===== src/rtl/meta_intf_rr_dispatcher.sv =====
// -----------------------------------------------------------------------------
// meta_intf_rr_dispatcher
//   Round-robin fan-out of one valid/ready/data stream onto N_INTERFACES
//   output streams. Each item goes to exactly one output, and each output
//   keeps the order in which it was fed. One input buffer feeds one output
//   register per port.
//
// Configuration macro:
//   META_INTF_RR_DISPATCH_STRICT_EN
//     defined   : strict round-robin. Item k always goes to output k mod N,
//                 and a stalled output blocks the input.
//     undefined : work-conserving. If the pointed-at output is busy, the
//                 item goes to the next free output after the pointer.
//
// Parameters:
//   N_INTERFACES  number of output streams (>= 1)
//   STYPE         payload type of input and outputs
//
// Ports:
//   clk             clock, rising edge
//   rst_n           synchronous active-low reset, resynchronised by one flop
//   intf_in_valid   input stream valid
//   intf_in_ready   input stream ready (combinational)
//   intf_in_data    input stream payload
//   intf_out_valid  per-output valid (registered)
//   intf_out_ready  per-output ready
//   intf_out_data   per-output payload (registered)
// -----------------------------------------------------------------------------
`ifndef N_STRM_AXI
`define N_STRM_AXI 4
`endif

module meta_intf_rr_dispatcher #(
    parameter int unsigned N_INTERFACES = `N_STRM_AXI,
    parameter type         STYPE        = logic [63:0]
) (
    input  logic                    clk,
    input  logic                    rst_n,
    input  logic                    intf_in_valid,
    output logic                    intf_in_ready,
    input  STYPE                    intf_in_data,
    output logic [N_INTERFACES-1:0] intf_out_valid,
    input  logic [N_INTERFACES-1:0] intf_out_ready,
    output STYPE                    intf_out_data [N_INTERFACES]
);

    localparam int unsigned N_BITS = (N_INTERFACES > 1) ? $clog2(N_INTERFACES) : 1;
    localparam logic [N_BITS-1:0] LAST_IDX = N_BITS'(N_INTERFACES - 1);

    // Reset resync stage
    logic rst_sync_q;

    always_ff @(posedge clk) begin
        rst_sync_q <= rst_n;
    end

    logic                    in_valid_q, in_valid_d;
    STYPE                    in_buf_q, in_buf_d;
    logic [N_INTERFACES-1:0] out_valid_q, out_valid_d;
    STYPE                    out_data_q [N_INTERFACES];
    STYPE                    out_data_d [N_INTERFACES];
    logic [N_BITS-1:0]       rr_next_q, rr_next_d;

    logic [N_INTERFACES-1:0] free_c;
    logic                    tgt_found_c;
    logic [N_BITS-1:0]       tgt_idx_c;
    logic                    dispatch_c;

    // A slot draining this cycle can take a new item with no bubble
    assign free_c = ~out_valid_q | intf_out_ready;

    // Target selection starting at the round-robin pointer
`ifdef META_INTF_RR_DISPATCH_STRICT_EN
    always_comb begin
        tgt_found_c = free_c[rr_next_q];
        tgt_idx_c   = rr_next_q;
    end
`else
    always_comb begin
        int unsigned scan_idx;
        tgt_found_c = 1'b0;
        tgt_idx_c   = '0;
        scan_idx    = 0;
        for (int unsigned off = 0; off < N_INTERFACES; off++) begin
            // Explicit wrap so non-power-of-two N scans correctly
            scan_idx = 32'(rr_next_q) + off;
            if (scan_idx >= N_INTERFACES) begin
                scan_idx = scan_idx - N_INTERFACES;
            end
            if (!tgt_found_c && free_c[scan_idx]) begin
                tgt_found_c = 1'b1;
                tgt_idx_c   = N_BITS'(scan_idx);
            end
        end
    end
`endif

    assign dispatch_c = in_valid_q & tgt_found_c;

    // Ready is held low while the reset stage is active so no handshake completes
    assign intf_in_ready = rst_sync_q & (~in_valid_q | dispatch_c);

    // Next-state logic for buffer, output slots and pointer
    always_comb begin
        in_valid_d  = in_valid_q;
        in_buf_d    = in_buf_q;
        out_valid_d = out_valid_q;
        out_data_d  = out_data_q;
        rr_next_d   = rr_next_q;

        for (int unsigned i = 0; i < N_INTERFACES; i++) begin
            if (intf_out_ready[i]) begin
                out_valid_d[i] = 1'b0;
            end
        end

        if (dispatch_c) begin
            out_valid_d[tgt_idx_c] = 1'b1;
            out_data_d[tgt_idx_c]  = in_buf_q;
            rr_next_d = (tgt_idx_c == LAST_IDX) ? '0 : tgt_idx_c + N_BITS'(1);
        end

        if (intf_in_ready) begin
            in_valid_d = intf_in_valid;
            if (intf_in_valid) begin
                in_buf_d = intf_in_data;
            end
        end
    end

    // Control state: valid bits and pointer
    always_ff @(posedge clk) begin
        if (!rst_sync_q) begin
            in_valid_q  <= 1'b0;
            out_valid_q <= '0;
            rr_next_q   <= '0;
        end else begin
            in_valid_q  <= in_valid_d;
            out_valid_q <= out_valid_d;
            rr_next_q   <= rr_next_d;
        end
    end

    // Payload registers carry no reset
    always_ff @(posedge clk) begin
        in_buf_q   <= in_buf_d;
        out_data_q <= out_data_d;
    end

    assign intf_out_valid = out_valid_q;
    assign intf_out_data  = out_data_q;

endmodule


===== config.mk =====
export PLATFORM = sky130hd
export DESIGN_NAME = meta_intf_rr_dispatcher
export DESIGN_NICKNAME = d
export VERILOG_FILES = /design/src/rtl/meta_intf_rr_dispatcher.sv
export SDC_FILE = /design/constraint.sdc
export NUM_CORES = 1
export LEC_CHECK = 0
export ABC_CLOCK_PERIOD_IN_PS = 3150
export CAP_MARGIN = 10
export CORE_AREA = 3 3 162 164
export DETAILED_ROUTE_END_ITERATION = 16
export DIE_AREA = 0 0 165 167
export GPL_TIMING_DRIVEN = 0
export PLACE_DENSITY = 0.73
export SYNTH_ARGS = -nofsm -noshare
export SYNTH_HDL_FRONTEND = slang
export SYNTH_SLANG_ARGS = --single-unit

===== constraint.sdc =====
create_clock -name clk -period 3.15 [get_ports clk]
set_input_delay 0.315 -clock clk [delete_from_list [all_inputs] [get_ports clk]]
set_output_delay 0.315 -clock clk [all_outputs]
set_load 0.01 [all_outputs]

-- After elaboration in Yosys (flattened, before gate mapping)
Cells that the tools add are included.
- bits in registers: 328
- bits in latches: 0
- RAM bits: 0
- ROM bits: 0
- input port bits: 71
- output and inout port bits: 261
- memories: 0
- $add $sub $neg: 8
- $mul: 0
- divide/modulo/power cells: 0
- magnitude comparators: 12
- eq/ne operators: 1
- shifts and indexed selects: 0
- mux-type cells: 31
- bitwise operators: 8
- reductions and logical operators: 9
- operators by type and width (operator ; number):
    $bwmux 256 ; 1
    $demux 64 s2 ; 1
    $lt 32x3->1 const B ; 4
    $mux 32 ; 4
    $mux 64 ; 1
    $mux 1 ; 13
    $ge 3x3->1 const B ; 4
    $sub 3x3->4 const B ; 3
    $mux 2 ; 5
    $bmux 1 s2 ; 4
    $or 4x4->4 ; 2
    $add 2x2->3 const B ; 2
    $logic_and 1x1->1 ; 5
    $mux 4 ; 1
    $not 4->4 ; 1
    $sub 2x3->4 const B ; 1
    $add 2x1->3 const B ; 1
    $ge 2x3->1 const B ; 1
    $logic_not 1->1 ; 3
    $lt 2x3->1 const B ; 1
    $lt 3x1->1 const B ; 1
    $not 2->3 ; 1
    $add 2x1->2 const B ; 1
    $and 1x1->1 ; 2
    6 further kinds ; 6

-- Logic depth before layout (Yosys ltp)
Gate-level depths: netlist (run 1).
- word-level depth: 20
- depth in mapped cells: 8
- mapped depth without buffers: 7

-- Worst setup path after synthesis (run 1)
OpenSTA, ideal clock, no wires.
- kind: reg2reg
- start: reg out_valid_q[2], in the netlist intf_out_valid[2]
- end: reg out_data_q (netlist bit intf_out_data[128]), enable pin
- data arrival time: 2.914 ns
- slack: -0.193 ns
- cell stages (with the launch flop): 7
- buffers on the path: 0
- clock period less this slack: 3.343 ns
- path through: dfxtp_1 > nor2b_1 > a211oi_1 > a311oi_2 > nor2b_1 > ha_1 > and2_1
- longest elaborated chain between the ends: 15
- elaborated cells between the ends (all ways): 21
- ends and longest elaborated chain (item ; line ; text):
    start, declared ; 59 ; logic [N_INTERFACES-1:0] out_valid_q, out_valid_d;
    start signal, assigned ; 139 ; out_valid_q <= out_valid_d;
    $not 4->4 * ; 70 ; assign free_c = ~out_valid_q | intf_out_ready;
    $or 4x4->4 * ; 70 ;
    $bmux 1 s2 ; 90 ; if (!tgt_found_c && free_c[scan_idx]) begin
    $mux 1 (implied by the code) ; 90 ;
    $mux 1 ; 90 ;
    $logic_not 1->1 ; 90 ;
    $logic_and 1x1->1 ; 90 ;
    $mux 1 ; 90 ;
    $logic_not 1->1 ; 90 ;
    $logic_and 1x1->1 ; 90 ;
    $mux 1 ; 90 ;
    $logic_not 1->1 ; 90 ;
    $logic_and 1x1->1 ; 90 ;
    $mux 1 * ; 90 ;
    $and 1x1->1 * ; 98 ; assign dispatch_c = in_valid_q & tgt_found_c;
    end signal, assigned ; 147 ; out_data_q <= out_data_d;
    end, declared ; 60 ; STYPE out_data_q [N_INTERFACES];
Every way passes the cells marked *; elsewhere a longest branch is shown, timed or not. The select of a mux whose other input is x is not followed.
A chain may end at the register's enable or synchronous reset.

-- Worst setup path after layout (run 1)
- start: reg out_valid_q[2], in the netlist intf_out_valid[2]
- end: reg out_data_q (netlist bit intf_out_data[171]), enable pin
Same word-level chain as after synthesis.

==> results of run 1 <==
## sequential cells by signal, indices dropped and copies added (netlist names)
register	cells
rr_next_q	2
rst_sync_q	1
intf_out_valid	4
intf_out_data	256
in_valid_q	1
in_buf_q	64
## cell type report
class / count / area (um2)
Sequential cell: 328 / 9770
Clock inverter: 14 / 248
Multi-Input combinational cell: 43 / 359
Buffer: 1 / 5.00
Timing Repair Buffer: 336 / 3430
Clock buffer: 41 / 813
Antenna cell: 1 / 2.50
Tap cell: 330 / 413
Fill cell: 1762 / 9990
Inverter: 2 / 7.51
## worst max-delay path, delay by kind of cell (launching register included)
kind / cells / cell delay, ps
simple gates: 3 / 1010
flops: 1 / 390
compound gates: 2 / 470
fa+ha+maj: 1 / 230
buf+inv: 1 / 310
## metrics by stage
step	TNS, ps	hold WS [ps]	instances
after floorplan	0	343	374
after global placement	-294240	461	1035
after detailed placement	-3000	481	1040
after CTS	0	231	1095
after global routing	0	253	1096
final	0	259	1096
## kinds of logic (layout without fill, tap and decap cells)
group / count (synthesis) / count (layout) / synth area share, %
AO/OA/AOI/OAI: 17 / 17 / 1.26
adder cells (fa/ha/maj): 4 / 4 / 0.494
buffers and inverters: 3 / 394 / 0.124
flip-flops: 328 / 328 / 96.5
multiplexers: 1 / 1 / 0.0988
other: 0 / 1 / 0
AND/OR/NAND/NOR: 21 / 21 / 1.57
## per-layer routing
| layer | global-route usage (%) | vias to the layer above | share of wire, % | wire length [um] |
|---|---|---|---|---|
| met1 | 17.7 | 2465 | 35 | 7840 |
| met2 | 28.1 | 267 | 53 | 11900 |
| met3 | 4.53 | 30 | 9.3 | 2080 |
| met5 | 0 | - | 0 | 0 |
| li1 | - | 2242 | - | - |
| met4 | 4.49 | 0 | 1.9 | 422 |
## power by group
part	total, mW	internal [mW]	switching [mW]	leakage [nW]
Clock	3.81	2.38	1.43	0.510
Sequential	4.96	4.91	0.0550	2.99
Combinational	0.365	0.202	0.163	1.50
Total	9.13	7.49	1.65	5.00
## synthesized netlist by cell type (2+ instances only)
master / count / area, um2
and2_1: 5 / 31.3
nor2b_1: 4 / 25.0
nand2b_1: 2 / 12.5
inv_1: 2 / 7.51
nand2b_4: 3 / 41.3
edfxtp_1: 320 / 9610
a21boi_0: 5 / 37.5
dfxtp_1: 8 / 160
nand2_1: 4 / 15.0
ha_1: 4 / 50.1
a21oi_1: 4 / 20.0
## how the worst max path moves through the flow
| stage | startpoint | end | slack [ps] | depth (start not counted) |
|---|---|---|---|---|
| detailed placement | intf_out_ready[0] | intf_out_data[172] | -90 | 8 |
| CTS | intf_out_valid[2] | intf_out_data[190] | 370 | 7 |
| global placement | intf_out_ready[0] | intf_out_data[226] | -1610 | 7 |
| floorplan | intf_out_valid[2] | intf_out_data[192] | 60 | 6 |
| finish | intf_out_valid[2] | intf_out_data[171] | 390 | 7 |
| global route | intf_out_valid[0] | intf_out_data[177] | 240 | 7 |
==> summary.txt, run 1 <==
STA
  • Worst-margin pin slew: 522 ps
  • Period utilization: between 80 and 90%
  • Worst Skew: around 12 ps
  • Fmax: approximately 360 MHz
  • Setup slack after layout: slightly below 400 ps
  • Final Hold Viols: 0
  • Fin. max-slew vios: 0
  • Final setup viols: 0
  • Period minus WS final: 2760 ps
  • RSZ-0062 raised after global routing: no
  • Slew margin rel.: 65.2%

Clocking
  • Clock sink count: ~330
  • Clk Latency, worst-skew pair: approximately 530 ps
  • Num CTS Buffers: 30
  • Post-CTS resize count: 0
  • Clock transition at path regs: 60 ps
  • Root Driver: clkbuf_16
  • Cts hold-fix bufs: 0
  • CTS tree: yes
  • Clk buf depth: 3
  • H-tree levels: 1
  • Setup bufs post-CTS: 0

Floorplan
  • CORE AREA: 25000 um2
  • Die ar.: 27600 um2
  • Starting Density: 40.5%
  • I/O pin count: 332
  • Die Y: approximately 170 um
  • Die width: 165 um
  • Num rows: 58

Min path
  • Hold EP: rst_sync_q
  • Worst Hold Path Cells: 1
  • Worst Hold Launch: rst_n
  • Worst Hold Class: in2reg

Finish
  • Most frequent cells in the layout: clkdlybuf4s50_1, edfxtp_1, clkbuf_16, clkbuf_1, dfxtp_1
  • Fraction of layout cells with a size suffix above 1: under 10%
  • Most common cell after layout, fill and taps aside: clkdlybuf4s50_1
  • Final #Nets: between 800 and 900
  • Finished Core Util: 60.1%
  • Post-route cell area: 15000 um2
  • P&R area growth vs syn: 48.5%

Placed design
  • Gpl congestion: between 0.7 and 0.8
  • Pre-CTS WS: -93.7 ps
  • Dpl hpwl: around 15000 um
  • Placed Area: 14000 um2
  • Port Buf Inserts: 331

GRT
  • GRT Util Overall: between 10% and 20%
  • First-pass GRT wire length: 32300 um
  • Initial antenna violation count: 1
  • Largest net degree at the start of global routing: 40
  • Total gr overflow: 0
  • Vias in the first global route: just over 5000

Critical path
  • Crit path required time: 3360 ps
  • Worst setup path class: reg2reg
  • Crit path DAT: just under 3000 ps
  • Reg2reg path depth: 7
  • Critical path peak fanout: 34
  • Crit path largest cell delay: 490 ps
  • Worst r2r dst: intf_out_data[171]
  • Critical path startpoint category: flip-flop
  • Cell mode on critical path: nor2b_1
  • Crit path cell chain: nor2b_1, a211oi_1, a311oi_2, nor2b_1, ha_1, and2_4, buf_12
  • RR Startpoint: intf_out_valid[2]
  • Slowest cell on the critical path: and2_4
  • R2R setup slack: between 300 and 400 ps
  • Crit. End Element: flip-flop

Logic synthesis
  • Prevailing post-synth register cell: edfxtp_1
  • Mapped Area: 10100 um2
  • Register area share after synthesis: between 90% and 100%
  • Syn nets: 449
  • Post-synth EDFFs: 320
  • YS warnings: 0
  • Gate Count Post-Synth: approximately 370
  • Seq cells post-synth: 328
  • Yosys cell types: 24
  • Mean Syn Cell Area: approximately 27 um2
  • FFs w/ async S/R, synth: 0%

Detailed routing
  • Vias: around 5000
  • ANT nets after route: 0
  • Drt pass-1 iters: 4
  • Via density: ~4.6
  • WL/cell: about 20 um
  • Total wire length: about 22000 um
  • Drt drc: 0
  • Number of DRC violations after detailed-routing iteration 0: 280

Pwr
  • Leak Pwr: ~5.0 nW
  • Peak VDD IR: just over 0.4 mV
  • Power Density: 607 nW/um2
  • Power Total: a little over 9 mW

Run
  • Max cap viols: 0

Outcome
  • Status: finished, final reports clean
Power figures use the tool's default switching activity.
==> run 2: changes to the inputs <==
CAP_MARGIN = 20   (was 10)
==> results of run 2 <==
The final DEF is identical to that of run 1; final timing and power are the same.
